$ cat config.mk
export PLATFORM = sky130hd
export DESIGN_NAME = booth_mul_seq
export DESIGN_NICKNAME = d
export VERILOG_FILES = /design/src/rtl/booth_mul_seq.sv
export SDC_FILE = /design/constraint.sdc
export NUM_CORES = 1
export LEC_CHECK = 0
export CELL_PAD_IN_SITES_DETAIL_PLACEMENT = 1
export CELL_PAD_IN_SITES_GLOBAL_PLACEMENT = 1
export CORE_MARGIN = 2
export CORE_UTILIZATION = 39
export DETAILED_ROUTE_END_ITERATION = 10
export HOLD_SLACK_MARGIN = 0.15
export PLACE_DENSITY_LB_ADDON = 0.1
export SLEW_MARGIN = 25
export SYNTH_ARGS = -nofsm -noshare
export SYNTH_HDL_FRONTEND = slang
export SYNTH_SLANG_ARGS = --single-unit
$ cat constraint.sdc
create_clock -name clk -period 6.9 [get_ports clk]
set_clock_uncertainty 0.2 [all_clocks]
set_input_delay 2.07 -clock clk [delete_from_list [all_inputs] [get_ports clk]]
set_output_delay 2.07 -clock clk [all_outputs]
set_load 0.1 [all_outputs]
$ cat src/rtl/booth_mul_seq.sv
// Signed 32x32->64 radix-4 Booth multiplier sequencer (IDLE -> CALC -> DONE).
// Latency: 16 CALC cycles, out_valid seen 17 cycles after accept; EARLY_TERM_EN cuts CALC short.
// Backpressure: holds product/out_valid in DONE until out_ready; in_ready only in IDLE.

// Shared radix-4 Booth encoder: selects 0, +-A or +-2A as a 33-bit two's complement value.
// -2 * 32'h8000_0000 wraps to 33'h1_0000_0000; the sequencer fixes its extension.
module booth_enc_r4 (
  input  logic [31:0] a,
  input  logic [2:0]  sel,
  output logic [32:0] pp
);

  logic [32:0] a_sx;
  logic [32:0] a_x2;

  // Decode the multiplier triplet into the partial product
  always_comb begin
    a_sx = {a[31], a};
    a_x2 = {a, 1'b0};
    pp   = '0;
    case (sel)
      3'b001, 3'b010: pp = a_sx;
      3'b011:         pp = a_x2;
      3'b100:         pp = -a_x2;
      3'b101, 3'b110: pp = -a_sx;
      default:        pp = '0;
    endcase
  end

endmodule

module booth_mul_seq #(
  parameter int WIDTH = 32
) (
  input  logic                 clk,
  input  logic                 reset,
  input  logic                 in_valid,
  output logic                 in_ready,
  input  logic [WIDTH-1:0]     mcand,
  input  logic [WIDTH-1:0]     mplier,
  output logic                 out_valid,
  input  logic                 out_ready,
  output logic [2*WIDTH-1:0]   product,
  output logic                 busy
);

  localparam int ITERS = WIDTH / 2;

  typedef enum logic [1:0] {IDLE, CALC, DONE} state_t;

  state_t      state_q, state_d;
  logic [31:0] a_q, a_d;
  logic [32:0] m_q, m_d;
  logic [63:0] acc_q, acc_d;
  logic [3:0]  cnt_q, cnt_d;
  logic [63:0] product_q, product_d;
  logic        in_ready_q, in_ready_d;
  logic        out_valid_q, out_valid_d;
  logic        busy_q, busy_d;

  logic [2:0]  sel;
  logic [32:0] pp33;
  logic [63:0] pp_ext;
  logic [63:0] pp64;
  logic [63:0] sum;
  logic [32:0] m_sh;
  logic        calc_last;

  booth_enc_r4 u_enc (
    .a   (a_q),
    .sel (sel),
    .pp  (pp33)
  );

  // Datapath: extend and weight this iteration's partial product, add, shift the multiplier
  always_comb begin
    sel = m_q[2:0];
    // -2 * most-negative wraps to 33'h1_0000_0000; it really means +2^32, so zero-extend it
    if (sel == 3'b100 && a_q == 32'h8000_0000) begin
      pp_ext = {31'd0, pp33};
    end else begin
      pp_ext = {{31{pp33[32]}}, pp33};
    end
    pp64 = pp_ext << {cnt_q, 1'b0};
    sum  = acc_q + pp64;
    m_sh = {m_q[32], m_q[32], m_q[32:2]};
`ifdef EARLY_TERM_EN
    // Uniform remaining multiplier bits only produce 000/111 triplets, which add nothing
    calc_last = (cnt_q == 4'(ITERS - 1)) || (&m_sh) || (~|m_sh);
`else
    calc_last = (cnt_q == 4'(ITERS - 1));
`endif
  end

  // Next-state logic for the FSM and every registered output
  always_comb begin
    state_d   = state_q;
    a_d       = a_q;
    m_d       = m_q;
    acc_d     = acc_q;
    cnt_d     = cnt_q;
    product_d = product_q;
    case (state_q)
      IDLE: begin
        if (in_valid) begin
          a_d     = mcand;
          m_d     = {mplier, 1'b0};
          acc_d   = '0;
          cnt_d   = '0;
          state_d = CALC;
        end
      end
      CALC: begin
        acc_d = sum;
        m_d   = m_sh;
        cnt_d = cnt_q + 4'd1;
        if (calc_last) begin
          product_d = sum;
          state_d   = DONE;
        end
      end
      DONE: begin
        if (out_ready) begin
          state_d = IDLE;
        end
      end
      default: state_d = IDLE;
    endcase
    in_ready_d  = (state_d == IDLE);
    out_valid_d = (state_d == DONE);
    busy_d      = (state_d != IDLE);
  end

  // State and output registers; reset aborts any operation in flight
  always_ff @(posedge clk) begin
    if (reset) begin
      state_q     <= IDLE;
      a_q         <= '0;
      m_q         <= '0;
      acc_q       <= '0;
      cnt_q       <= '0;
      product_q   <= '0;
      in_ready_q  <= 1'b1;
      out_valid_q <= 1'b0;
      busy_q      <= 1'b0;
    end else begin
      state_q     <= state_d;
      a_q         <= a_d;
      m_q         <= m_d;
      acc_q       <= acc_d;
      cnt_q       <= cnt_d;
      product_q   <= product_d;
      in_ready_q  <= in_ready_d;
      out_valid_q <= out_valid_d;
      busy_q      <= busy_d;
    end
  end

  assign in_ready  = in_ready_q;
  assign out_valid = out_valid_q;
  assign product   = product_q;
  assign busy      = busy_q;

endmodule
# Yosys cells after proc, flatten, opt, wreduce, memory -nomap -nowiden
# Cells that the tools add are included.
[word_totals]
mem_bits_ro = 0
regBits = 202
n_memories = 0
ramBits = 0
elab_cells = 51
out_inout_bits = 67
in_bits = 68
latchBits = 0
[op_classes]
div_mod_pow = 0
n_mul = 0
order_cmp = 0
reduce_logical = 11
bitwise_logic = 1
n_addsub = 4
mux = 12
shift = 1
eq_ne = 12
[ops]
columns = ["cell", "n"]
rows = [
  ["$pmux 33 s4", 1],
  ["$mux 64", 2],
  ["$pmux 64 s2", 1],
  ["$neg 33->33", 2],
  ["$pmux 33 s2", 1],
  ["$add 64x64->64", 1],
  ["$shl 64x5->64", 1],
  ["$mux 33", 1],
  ["$eq 32x32->1 const B", 1],
  ["$eq 3x3->1 const B", 3],
  ["$pmux 4 s2", 1],
  ["$eq 3x2->1 const B", 2],
  ["$mux 2", 3],
  ["$pmux 2 s3", 1],
  ["$reduce_and 2->1", 3],
  ["$add 4x1->4 const B", 1],
  ["$eq 2x2->1 const B", 2],
  ["$eq 4x4->1 const B", 1],
  ["$logic_not 2->1", 2],
  ["$mux 4", 1],
  ["$reduce_bool 2->1", 2],
  ["$reduce_or 2->1", 2],
  ["$eq 3x1->1 const B", 1],
  ["$reduce_and 3->1", 1],
  ["other kinds (4)", 4],
]

# Logic depth before layout (Yosys ltp)
# Gate-level depths: netlist of the first run.
[depth]
ltp_word = 7
ltp_mapped = 26
ltp_nobuf = 23

# Modules after synthesis
# Synthesis of the first run repeated with hierarchy kept, for this count alone.
[unflattened]
hier_cells = 2028
area_unflattened_um2 = 14953.1
[modules_own_cells]
columns = ["module", "area_each_um2", "cells_per_inst", "instances", "seq_area_each_um2"]
rows = [
  ["booth_mul_seq", 12961.2, 1710, 1, 4043.9],
  ["booth_enc_r4", 1991.9, 318, 1, 0.0],
]

# Worst setup path after synthesis of the first run
# OpenSTA, ideal clock, no wires.
[synth_path]
path_kind = "reg-to-reg"
start = "reg a_q[6]"
end = "reg acc_q[62]"
t_required_ns = 6.571
setup_slack_ns = 0.418
n_path_buf = 5
period_less_slack_ns = 6.482
setup_time_ns = 0.129
path_stages_with_launch = 27
arrival_ns = 6.153
cell_sequence = "dfxtp_1 -> buf_6 -> or4_4 -> buf_6 -> or4_4 -> buf_2 -> buf_2 -> o31ai_1 -> xnor2_1 -> a221oi_1 -> a31oi_1 -> a211oi_1 -> a21oi_1 -> a21oi_1 -> o22ai_1 -> ha_1 -> clkbuf_1 -> a21oi_1 -> o21ai_0 -> or3_1 -> or4_1 -> and2_1 -> a2111oi_0 -> o31ai_1 -> a311oi_1 -> xor2_1 -> o21ai_0"
[synth_via]
elab_chain_len = 6
[synth_rtl]
columns = ["item", "line", "rtl"]
rows = [
  ["start: declaration", "52", "logic [31:0] a_q, a_d;"],
  ["start signal: assignment", "138", "a_q <= '0;"],
  ["start signal: assignment", "148", "a_q <= a_d;"],
  ["$neg 33->33, or another cell as far along", "25", "3'b101, 3'b110: pp = -a_sx;"],
  ["$pmux 33 s4 / $logic_and 1x1->1 (equally long branches)", "21, 79", ""],
  ["$mux 64 (*)", "79", "if (sel == 3'b100 && a_q == 32'h8000_0000) begin"],
  ["$shl 64x5->64 (*)", "84", "pp64 = pp_ext << {cnt_q, 1'b0};"],
  ["$add 64x64->64 (*)", "85", "sum = acc_q + pp64;"],
  ["$pmux 64 s2 (*)", "103", "case (state_q)"],
  ["end signal: assignment", "140", "acc_q <= '0;"],
  ["end signal: assignment", "150", "acc_q <= acc_d;"],
  ["end: declaration", "54", "logic [63:0] acc_q, acc_d;"],
]
# Every way passes the cells marked *; elsewhere a longest branch is shown, timed or not.
# A chain may end at the register's enable or synchronous reset.

# Worst setup path in the final report of the first run
[layout_path]
start = "reg a_q[7]"
end = "reg product_q[62] (netlist: product[62])"
[layout_via]
elab_chain_len = 5
[layout_rtl]
columns = ["item", "line", "rtl"]
rows = [
  ["$neg 33->33, or another cell as far along", "25", ""],
  ["$pmux 33 s4 / $logic_and 1x1->1 (equally long branches)", "21, 79", ""],
  ["$mux 64 (*)", "79", ""],
  ["$shl 64x5->64 (*)", "84", ""],
  ["$add 64x64->64 (*)", "85", ""],
  ["end signal: assignment", "152", "product_q <= product_d;"],
  ["end: declaration", "56", "logic [63:0] product_q, product_d;"],
]
# Marked as above.

==> results.txt, run 1 <==
Synth cell count leaders: nand2_1 (299), a21oi_1 (213), dfxtp_1 (202), nor2_1 (183), clkbuf_1 (132)
Clock Latency Late Sink: 0.56 ns
CTS tree: built
DRT Pass-1 Iters: 5
Die area: 0.03936 sq mm
Num ports: 135
#FFs+latches synth: 202
Area taken by multi-input logic gates: 0.01006 sq mm
Routed Antenna Nets: 0
Root Buffer: clkbuf_16
Via count: 15.89k
Clk sinks: 202
Cell Area, Placed: 0.01694 sq mm
Final Hold Vio Count: 0
Routed WL: 56.39 mm
Worst setup margin: 0.2118 ns
R2R setup slack: 0.21 ns
PwrDens: 214.9 mW/mm^2
Sw Share: 35.98%
Routed len/inst: 21.19 microns
Hold-fix buffers at CTS: 0
Share of layout cells above drive strength 1: 11.30%
Mapped Area: 0.01474 sq mm
Internal power: 2.477 mW
Vias in the first global route: 16.08k
Arrival time at the worst endpoint: 6.98 ns
Fin nets: 2,268
Crit Reg-Reg Startpoint: a_q[7]$_SDFFE_PP0P_
GRT overflow: 0
Max Clk Rate: 149.5 MHz
Post-route cell area: 0.01800 sq mm
Type of origin of the critical path: flip-flop
Syn Nets: 2,151
HP Class: reg2reg
Seq/Total Area, Yosys: 27.44%
Port Buf Inserts: 134
Leading area contributor after synthesis: dfxtp_1
Initial antenna violation count: 0
VDD IR-drop max: 0.0001688 V
# fillers: 4,666
Syn Inst Count: 2,017
DR DRC count: 0
Site Rows: 71
Worst-Margin Slew: 1.032 ns
Antenna diodes: 0
Reg power frac: 33.2%
Max-slew headroom: 31.00%
Initial DRC Count: 1,011
TritonCTS Buffers: 26
Largest cells by area after synthesis: dfxtp_1 (27%), nand2_1 (7.6%), a21oi_1 (7.2%), ha_1 (5.5%), nor2_1 (4.7%)
# H-tree levels: 1
Vias per inst: 5.973
Power, Total: 3.869 mW
Warnings, synthesis: 0
Seq. cell area: 0.004045 sq mm
Leakage power: 7.021 nW
WP data required: 7.19 ns
Die width: 198.4 microns
Hpwl dp: 42.16 mm
Number of flops mapped to enable cells by yosys: 0
Tot GR Track Use: 28.33%
First-pass GRT wire length: 89.08 mm
GPL Wtd Cong: 0.9594
Async S/R FF share, synth: 0%
Syn avg cell area: 7.306 sq um
Minimum hold slack: 0.2503 ns
Combinational fraction of design power: 33.4%
Outcome: finished clean
Hold_sp: product[51]$_SDFFE_PP0P_
R2r endpoint: product[62]$_SDFFE_PP0P_
Worst Path Max Fanout: 9
Worst r2r path cells: 23
Fin. max-slew vios: 0
RSZ-0062 raised after global routing: true
Initial Util: 39.40%
Synth Flop Type: dfxtp_1
Fin crit share: 96.93%
CP Capture Type: flip-flop
Crit Path Category: reg2reg
Largest net degree at the start of global routing: 83
Top-count cell post-synth: nand2_1
Post-synth top area share: 27.44%
Final Critical Period: 6.688 ns
Core Area: 0.03740 sq mm
Die height: 198.4 microns
NetSw: 1.392 mW
Clock network power share: 33.4%
Worst Hold Path EP: product[51]$_SDFFE_PP0P_
Clock Pin Slew Worst Setup and Hold Paths: 0.06 ns
Final setup violation count: 0
Max_cap viols: 0
Dpl ws: 0.08182 ns
Layout area overhead: 22.17%
Synth cell types: 81
Worst Hold Depth: 2
Clk buf depth: 3
## timing repair
action | in CTS | in global routing
endpoints found under the hold margin | 0 | 0
buffers inserted | 0 | 5
setup endpoints to repair | 0 | 24
resized for setup | 0 | 53
## final cells by class
class                           count  area share (%)
Multi-Input combinational cell   1588           55.90
Sequential cell                   202           22.47
Timing Repair Buffer              248           12.21
Clock buffer                       35           3.968
Tap cell                          511           3.551
Inverter                           68           1.418
Clock inverter                      9          0.4795
## worst max-delay path, stage by stage, from the launching register on
cell and delay, ns:
dfxtp_1 0.37, or4_4 0.63, or4_4 0.68, or4_1 0.62
nand2_1 0.11, xor2_1 0.16, o211ai_1 0.13, mux2_2 0.34
mux2_2 0.31, o21ai_2 0.17, o21bai_1 0.16, ha_1 0.43
a21o_1 0.15, a21o_1 0.15, a21o_1 0.16, nand2_1 0.07
a31oi_1 0.41, a2111oi_2 0.07, buf_4 0.16, o31ai_2 0.33
a311oi_1 0.14, buf_4 0.16, or4_1 0.40, nand3_1 0.10
## registers in the layout, summed over array words and instances, names as in the netlist
name and cells:
product 64, acc_q 64, cnt_q 4, busy 1, m_q 33, a_q 32
out_valid 1, in_ready 1, state_q 2
## cells by family after synthesis
group | after synthesis | share of synthesized area, %
adders and majority gates | 66 | 5.655
and+or+nand+nor | 689 | 20.94
muxes | 49 | 3.574
DFF | 202 | 27.44
xor gates and xnor gates | 96 | 5.706
buffers and inverters | 229 | 6.011
AOI/OAI and AO/OA | 686 | 30.68
## power by group through the flow
stage	clock network, mW	registers [mW]	logic, mW
global placement	0	1.31	1.21
global route	1.37	1.29	1.40
floorplan	0	1.28	0.810
CTS	1.33	1.28	1.23
detailed placement	0	1.31	1.23
finish	1.29	1.28	1.29
## worst max path at each step
stage / start / end / slack, ns / cells past startpoint
finish: a_q[7]$_SDFFE_PP0P_ / product[62]$_SDFFE_PP0P_ / 0.21 / 23
global route: a_q[7]$_SDFFE_PP0P_ / acc_q[62]$_SDFFE_PP0P_ / -0.07 / 23
CTS: a_q[7]$_SDFFE_PP0P_ / product[63]$_SDFFE_PP0P_ / 0.05 / 22
detailed placement: a_q[7]$_SDFFE_PP0P_ / product[63]$_SDFFE_PP0P_ / 0.08 / 22
global placement: a_q[7]$_SDFFE_PP0P_ / acc_q[63]$_SDFFE_PP0P_ / 0.12 / 22
floorplan: a_q[6]$_SDFFE_PP0P_ / acc_q[62]$_SDFFE_PP0P_ / 0.42 / 26
## stage by stage
| stage | TNS, ns | cells | utilization [%] |
|---|---|---|---|
| after global placement | 0 | 2610 | 45.29 |
| after detailed placement | 0 | 2610 | 45.29 |
| final | 0 | 2661 | 48.14 |
| after global routing | -0.1071 | 2661 | 48.14 |
| after floorplan | 0 | 2017 | - |
| after CTS | 0 | 2654 | 47.43 |
## cells in the final DEF, fill, tap and decap left out, types with 10 or more instances in the layout
| cell type | n |
|---|---|
| a211oi_1 | 17 |
| a21o_1 | 36 |
| a21oi_1 | 208 |
| a221oi_1 | 41 |
| a22o_1 | 26 |
| a22oi_1 | 41 |
| a31oi_1 | 16 |
| and3_1 | 14 |
| buf_4 | 114 |
| clkbuf_16 | 26 |
| clkdlybuf4s50_1 | 133 |
| dfxtp_1 | 201 |
| ha_1 | 62 |
| inv_1 | 65 |
| mux2_2 | 15 |
| mux2i_1 | 30 |
| nand2_1 | 298 |
| nand2b_1 | 11 |
| nand3_1 | 37 |
| nand4_1 | 22 |
| nor2_1 | 180 |
| nor2b_1 | 13 |
| nor3_1 | 34 |
| o211ai_1 | 14 |
| o21ai_0 | 93 |
| o21ai_1 | 12 |
| o21bai_1 | 16 |
| o22ai_1 | 44 |
| o31ai_1 | 16 |
| or3_1 | 10 |
| xnor2_1 | 58 |
| xor2_1 | 38 |
## metal layers
layer	share of wire, %	up-vias	track usage, %
met5	0	-	0
met4	3.1	0	9.190
met3	4.9	105	3.798
met2	46	409	46.25
met1	46	7793	38.57
li1	-	7586	-
No activity file was read; power rests on OpenSTA's default activity.
==> run 2: changes to the inputs <==
--- a/config.mk
+++ b/config.mk
@@ -8,8 +8,9 @@
 export CELL_PAD_IN_SITES_DETAIL_PLACEMENT = 1
 export CELL_PAD_IN_SITES_GLOBAL_PLACEMENT = 1
 export CORE_MARGIN = 2
-export CORE_UTILIZATION = 39
+export CORE_UTILIZATION = 48
 export DETAILED_ROUTE_END_ITERATION = 10
+export DONT_BUFFER_PORTS = 1
 export HOLD_SLACK_MARGIN = 0.15
 export PLACE_DENSITY_LB_ADDON = 0.1
 export SLEW_MARGIN = 25
==> constraint.sdc (replaced) <==
create_clock -name clk -period 7.4 [get_ports clk]
set_clock_uncertainty 0.2 [all_clocks]
set_input_delay 2.22 -clock clk [delete_from_list [all_inputs] [get_ports clk]]
set_output_delay 2.22 -clock clk [all_outputs]
set_load 0.1 [all_outputs]
==> run 2 against run 1 <==
Setup slack better by 0.033 ns; worst hold slack gained 0.016 ns; global-route usage grew 3.7 points; wire length decreased by 7.4%; die area decreased by 18%; critical path type unchanged; critical endpoint is now acc_q[62]$_SDFFE_PP0P_; largest cell class unchanged.
==> results.txt, run 2 (synthesis gave the netlist of run 1 again) <==
Hpwl dp: 38.31 mm
Most frequent CP cell: mux2i_1
Utilization after layout: 52.36%
Worst Hold Path EP: m_q[25]$_SDFFE_PP0P_
Routed len/inst: 22.29 microns
VDD IR-drop max: 0.0001806 V
PwrDens: 222.7 mW/mm^2
Max Clk Rate: 139.8 MHz
DR DRC count: 0
Tot GR Track Use: 32.02%
Crit-path max cell delay: 0.62 ns
Die width: 179.2 microns
Resized cells post-CTS: 0
Initial antenna violation count: 0
Worst Hold Depth: 2
Fin. max-slew vios: 0
Routed Antenna Nets: 0
First-pass GRT wire length: 82.22 mm
Die height: 179.2 microns
Clock Pin Slew Worst Setup and Hold Paths: 0.06 ns
Outcome: finished clean
Clk sinks: 202
TritonCTS Buffers: 24
Setup_tns: 0 ns
Hold-fix buffers at CTS: 0
Core Area: 0.03043 sq mm
HP Class: reg2reg
GPL Wtd Cong: 0.9374
CP Buf/Inv Count: 2
Root Buffer: clkbuf_16
Final Hold Vio Count: 0
Vias per inst: 6.417
Fin crit share: 96.70%
Num ports: 135
Clock Latency Late Sink: 0.54 ns
Site Rows: 64
Power, Total: 3.548 mW
Minimum hold slack: 0.2659 ns
Clk buf depth: 3
Initial DRC Count: 1,086
Hold_sp: m_q[25]$_SDFFE_PP0P_
RSZ-0062 raised after global routing: false
Arrival time at the worst endpoint: 7.36 ns
R2R setup slack: 0.24 ns
Antenna diodes: 0
Vias in the first global route: 14.74k
Via count: 15.04k
CP max stage cell: or4_4
R2r endpoint: acc_q[62]$_SDFFE_PP0P_
# H-tree levels: 1
Port Buf Inserts: 0
DRT Pass-1 Iters: 5
Die area: 0.03212 sq mm
CP Capture Type: flip-flop
Worst-Margin Slew: 1.019 ns
Share of layout cells above drive strength 1: 7.704%
Routed WL: 52.23 mm
GRT overflow: 0
# Post-CTS Setup Buffers: 0
Crit Reg-Reg Startpoint: a_q[6]$_SDFFE_PP0P_
Crit Path Category: reg2reg
Max-slew headroom: 31.98%
Final Critical Period: 7.155 ns
Type of origin of the critical path: flip-flop
Fin nets: 2,064
Leakage power: 6.237 nW
Post-route insts no fill: 2,343
Top cell family by delay on the critical path: compound AO/OA/AOI/OAI gates
CTS tree: built
Commonest non-fill, non-tap cell in the layout: nand2_1
Most frequent cells in the layout: nand2_1 (297), a21oi_1 (213), dfxtp_1 (201)
Final setup violation count: 0
Initial Util: 48.43%
Dpl cells: 2,300
Worst Path Max Fanout: 21
Worst-path cell chain: or4_4, or4_4, o41ai_1, xnor2_1, a221o_1, mux2i_1, o22ai_1, mux2i_1, mux2i_1, ha_1, a21oi_1, o21ai_0, or3_1, or4_1, and2_1, a2111oi_1, buf_4, o31ai_1, a311oi_1, buf_4, xor2_1, o21ai_0
Layout area overhead: 8.117%
Largest net degree at the start of global routing: 173
WP data required: 7.60 ns
Max_cap viols: 0
Worst r2r path cells: 22
-- run 2: metrics by stage --
stage / cell area [sq um] / setup slack, ns
3_3_place_gp: 15020 / 0.2933
2_1_floorplan: 14740 / 0.9177
6_report: 15930 / 0.2445
4_1_cts: 15900 / 0.1519
5_1_grt: 15930 / 0.01869
3_5_place_dp: 15020 / 0.1956
-- run 2: layout make-up --
cell class / instances / area [sq um]
clock buffers: 34 / 729.5
clock inverters: 9 / 148.9
flip-flops and latches: 202 / 4045
well taps: 396 / 495.5
repair buffers: 48 / 385.4
inverters: 68 / 255.2
fillers: 3825 / 14500
multi-input cells: 1586 / 9873
-- run 2: power by group --
part           total (mW)  switching, mW  internal, mW
clock network        1.30          0.476         0.821
registers            1.21         0.0639          1.14
logic                1.04          0.676         0.368
-- run 2: metal layers --
metal | GRT usage [%] | part of all wire [%] | vias up | wire length [microns]
met3 | 4.771 | 6.1 | 81 | 3160
met5 | 0 | 0 | - | 0
met2 | 52.95 | 47 | 470 | 24380
met1 | 43.06 | 45 | 7324 | 23340
met4 | 9.509 | 2.6 | 0 | 1345
li1 | - | - | 7161 | -
-- run 2: how the worst max path moves through the flow --
stage / start / endpoint / slack [ns] / depth (start not counted)
2_1_floorplan: a_q[6]$_SDFFE_PP0P_ / acc_q[62]$_SDFFE_PP0P_ / 0.92 / 26
3_3_place_gp: a_q[2]$_SDFFE_PP0P_ / acc_q[62]$_SDFFE_PP0P_ / 0.29 / 22
3_5_place_dp: a_q[2]$_SDFFE_PP0P_ / acc_q[62]$_SDFFE_PP0P_ / 0.20 / 22
4_1_cts: a_q[2]$_SDFFE_PP0P_ / acc_q[62]$_SDFFE_PP0P_ / 0.15 / 22
5_1_grt: a_q[6]$_SDFFE_PP0P_ / acc_q[62]$_SDFFE_PP0P_ / 0.02 / 22
6_report: a_q[6]$_SDFFE_PP0P_ / acc_q[62]$_SDFFE_PP0P_ / 0.24 / 22
-- run 2: worst register-to-register path: stages, from the launching register on --
cell and delay [ns]:
dfxtp_1 0.40, or4_4 0.62, or4_4 0.58, o41ai_1 0.47, xnor2_1 0.11, a221o_1 0.34
mux2i_1 0.32, o22ai_1 0.19, mux2i_1 0.30, mux2i_1 0.13, ha_1 0.38, a21oi_1 0.28
o21ai_0 0.16, or3_1 0.32, or4_1 0.47, and2_1 0.22, a2111oi_1 0.50, buf_4 0.21
o31ai_1 0.11, a311oi_1 0.30, buf_4 0.17, xor2_1 0.14, o21ai_0 0.09
==> run 3: changes to the inputs <==
--- a/config.mk
+++ b/config.mk
@@ -16,4 +16,5 @@
 export SLEW_MARGIN = 25
 export SYNTH_ARGS = -nofsm -noshare
 export SYNTH_HDL_FRONTEND = slang
+export SYNTH_HIERARCHICAL = 1
 export SYNTH_SLANG_ARGS = --single-unit
==> run 3 against run 2 <==
Non-clock buffer count down 19; clock-buffer cell count down 5; largest power group is now sequential cells; register-to-register slack improved by 0.15 ns; critical path type unchanged; highest routed layer unchanged.
==> results.txt, run 3 <==
Final Hold Vio Count: 0
Antenna diodes: 0
Initial DRC Count: 1,040
CTS tree: built
Combinational family with the most area after synthesis: compound AO/OA/AOI/OAI gates
Commonest non-fill, non-tap cell in the layout: nand2_1
Seq. cell area: 0.004049 sq mm
Syn Inst Count: 2,028
RSZ-0062 raised after global routing: false
Power, Total: 3.399 mW
Routed len/inst: 21.53 microns
Share of layout cells above drive strength 1: 6.543%
Initial antenna violation count: 0
GPL Wtd Cong: 0.9320
Leakage power: 6.164 nW
Clk sinks: 202
Die height: 180.5 microns
Vias in the first global route: 14.81k
Crit Path Category: reg2reg
Worst Path Max Fanout: 8
Hold-fix buffers at CTS: 0
GRT overflow: 0
Site Rows: 64
# Post-CTS Setup Buffers: 0
Post-synth top area share: 27.04%
Routed Antenna Nets: 0
Worst-Margin Slew: 1.053 ns
Syn Nets: 2,162
Leading area contributor after synthesis: dfxtp_1
Warnings, synthesis: 6
Mapped Area: 0.01495 sq mm
PwrDens: 214.6 mW/mm^2
Dpl cells: 2,299
HP Class: reg2reg
Hold_sp: acc_q[61]$_SDFFE_PP0P_
Clk buf depth: 3
Resized cells post-CTS: 0
Clock Pin Slew Worst Setup and Hold Paths: 0.06 ns
Arrival time at the worst endpoint: 7.21 ns
Max Clk Rate: 142.7 MHz
Final setup violation count: 0
Vias per inst: 6.291
Number of flops mapped to enable cells by yosys: 0
Synth Area in XOR/XNOR: 5.481%
Max_cap viols: 0
Crit Reg-Reg Startpoint: a_q[1]$_SDFFE_PP0P_
Post-route insts no fill: 2,337
Synth cell count leaders: nand2_1 (345), a21oi_1 (241), nor2_1 (206), dfxtp_1 (202), clkbuf_1 (125)
Most frequent cells in the layout: nand2_1 (343), a21oi_1 (241), nor2_1 (202)
Hpwl dp: 37.44 mm
Synth Area in Adders: 5.573%
Largest cells by area after synthesis: dfxtp_1 (27%), nand2_1 (8.7%), a21oi_1 (8.1%), ha_1 (5.4%), nor2_1 (5.2%)
Layout area overhead: 5.949%
Via count: 14.70k
Async S/R FF share, synth: 0%
First-pass GRT wire length: 81.15 mm
Tot GR Track Use: 30.14%
CP Capture Type: flip-flop
Crit. Startpoint: a_q[1]$_SDFFE_PP0P_
Top-count cell post-synth: nand2_1
Max-slew headroom: 29.70%
Syn avg cell area: 7.373 sq um
Type of origin of the critical path: flip-flop
DRT Pass-1 Iters: 5
#FFs+latches synth: 202
Mux cell area share after synthesis: 5.857%
Initial Util: 48.76%
Fin crit share: 94.67%
Fin. max-slew vios: 0
Post-Synth Simple-Gate Area: 23.83%
DR DRC count: 0
Area taken by multi-input logic gates: 0.01023 sq mm
Largest net degree at the start of global routing: 187
Fin nets: 2,062
Core Area: 0.03067 sq mm
Cell Area, Placed: 0.01510 sq mm
Routed WL: 50.32 mm
Clock Latency Late Sink: 0.53 ns
WP data required: 7.60 ns
Seq/Total Area, Yosys: 27.04%
Outcome: finished clean
Synth cell types: 92
Num ports: 135
Minimum hold slack: 0.2570 ns
Synth Flop Type: dfxtp_1
# H-tree levels: 1
Post-synthesis compound-gate area fraction: 27.38%
TritonCTS Buffers: 23
Die area: 0.03258 sq mm
VDD IR-drop max: 0.0001724 V
# fillers: 3,904
Root Buffer: clkbuf_16
Port Buf Inserts: 0
Post-route cell area: 0.01584 sq mm
Final Critical Period: 7.006 ns
Die width: 180.5 microns
Setup_tns: 0 ns
[run 3: cell count changes after synthesis, sizes merged, moves of 12 or more]
cell	previous run	this run
mux4	1	13
mux2i	32	47
a311oi	2	31
inv	67	30
a221oi	46	7
o21ai	112	99
nand2	300	345
nor2	183	206
a21oi	213	242
o22ai	44	13
[run 3: cell families (layout without fill, tap and decap cells)]
logic type	Yosys count	in the layout
multiplexers	70	70
AND/OR/NAND/NOR	778	778
flip-flops	202	202
XOR/XNOR	92	92
buffers and inverters	184	97
AO/OA/AOI/OAI	636	636
adder cells (fa/ha/maj)	66	66
[run 3: final cells by class]
cell class,count,area share [%]
Clock buffer,29,3.901
Clock inverter,9,0.7582
Inverter,30,0.7108
Multi-Input combinational cell,1642,64.57
Sequential cell,202,25.56
Tap cell,396,3.127
Timing Repair Buffer,29,1.374
[run 3: through the flow]
stage / util (%) / setup WS [ns]
floorplan: - / 1.681
global route: 51.66 / 0.06847
global placement: 49.23 / 0.5679
finish: 51.66 / 0.3943
detailed placement: 49.24 / 0.5335
CTS: 51.64 / 0.4978
[run 3: worst paths after layout]
check,end,slack [ns],cells after the start
worst max-delay path,acc_q[62]$_SDFFE_PP0P_,0.39,22
worst min-delay path,acc_q[61]$_SDFFE_PP0P_,0.26,2
worst max register to register,acc_q[62]$_SDFFE_PP0P_,0.39,22
worst min register to register,acc_q[61]$_SDFFE_PP0P_,0.26,2
[run 3: layer usage]
layer	vias up	part of all wire (%)	wire, microns	global-route usage (%)
li1	7120	-	-	-
met1	7108	46	23310	41.43
met2	377	45	22620	48.41
met3	98	5.4	2722	4.850
met4	0	3.3	1664	9.387
met5	-	0	0	0
[run 3: power by group]
part	leakage, nW	total, mW	internal [mW]	switching [mW]
registers	1.65	1.22	1.14	0.0728
logic	4.15	1.03	0.363	0.665
clock network	0.368	1.16	0.689	0.467
total	6.16	3.40	2.20	1.20
[run 3: worst max-delay path, stage by stage (launching register included)]
cell,delay (ns)
dfxtp_1,0.38
inv_1,0.09
ha_1,0.21
nor3b_2,0.45
nand4_1,0.47
o311a_1,0.47
a21oi_1,0.17
a21oi_1,0.14
and2_1,0.31
mux4_2,0.54
o21ai_0,0.40
mux2i_1,0.26
ha_1,0.45
a21oi_1,0.26
o21ai_1,0.13
nand2_1,0.09
o211ai_1,0.14
or4_1,0.53
a21o_2,0.25
nand4b_4,0.15
a21oi_1,0.13
or3_1,0.40
a32o_1,0.26
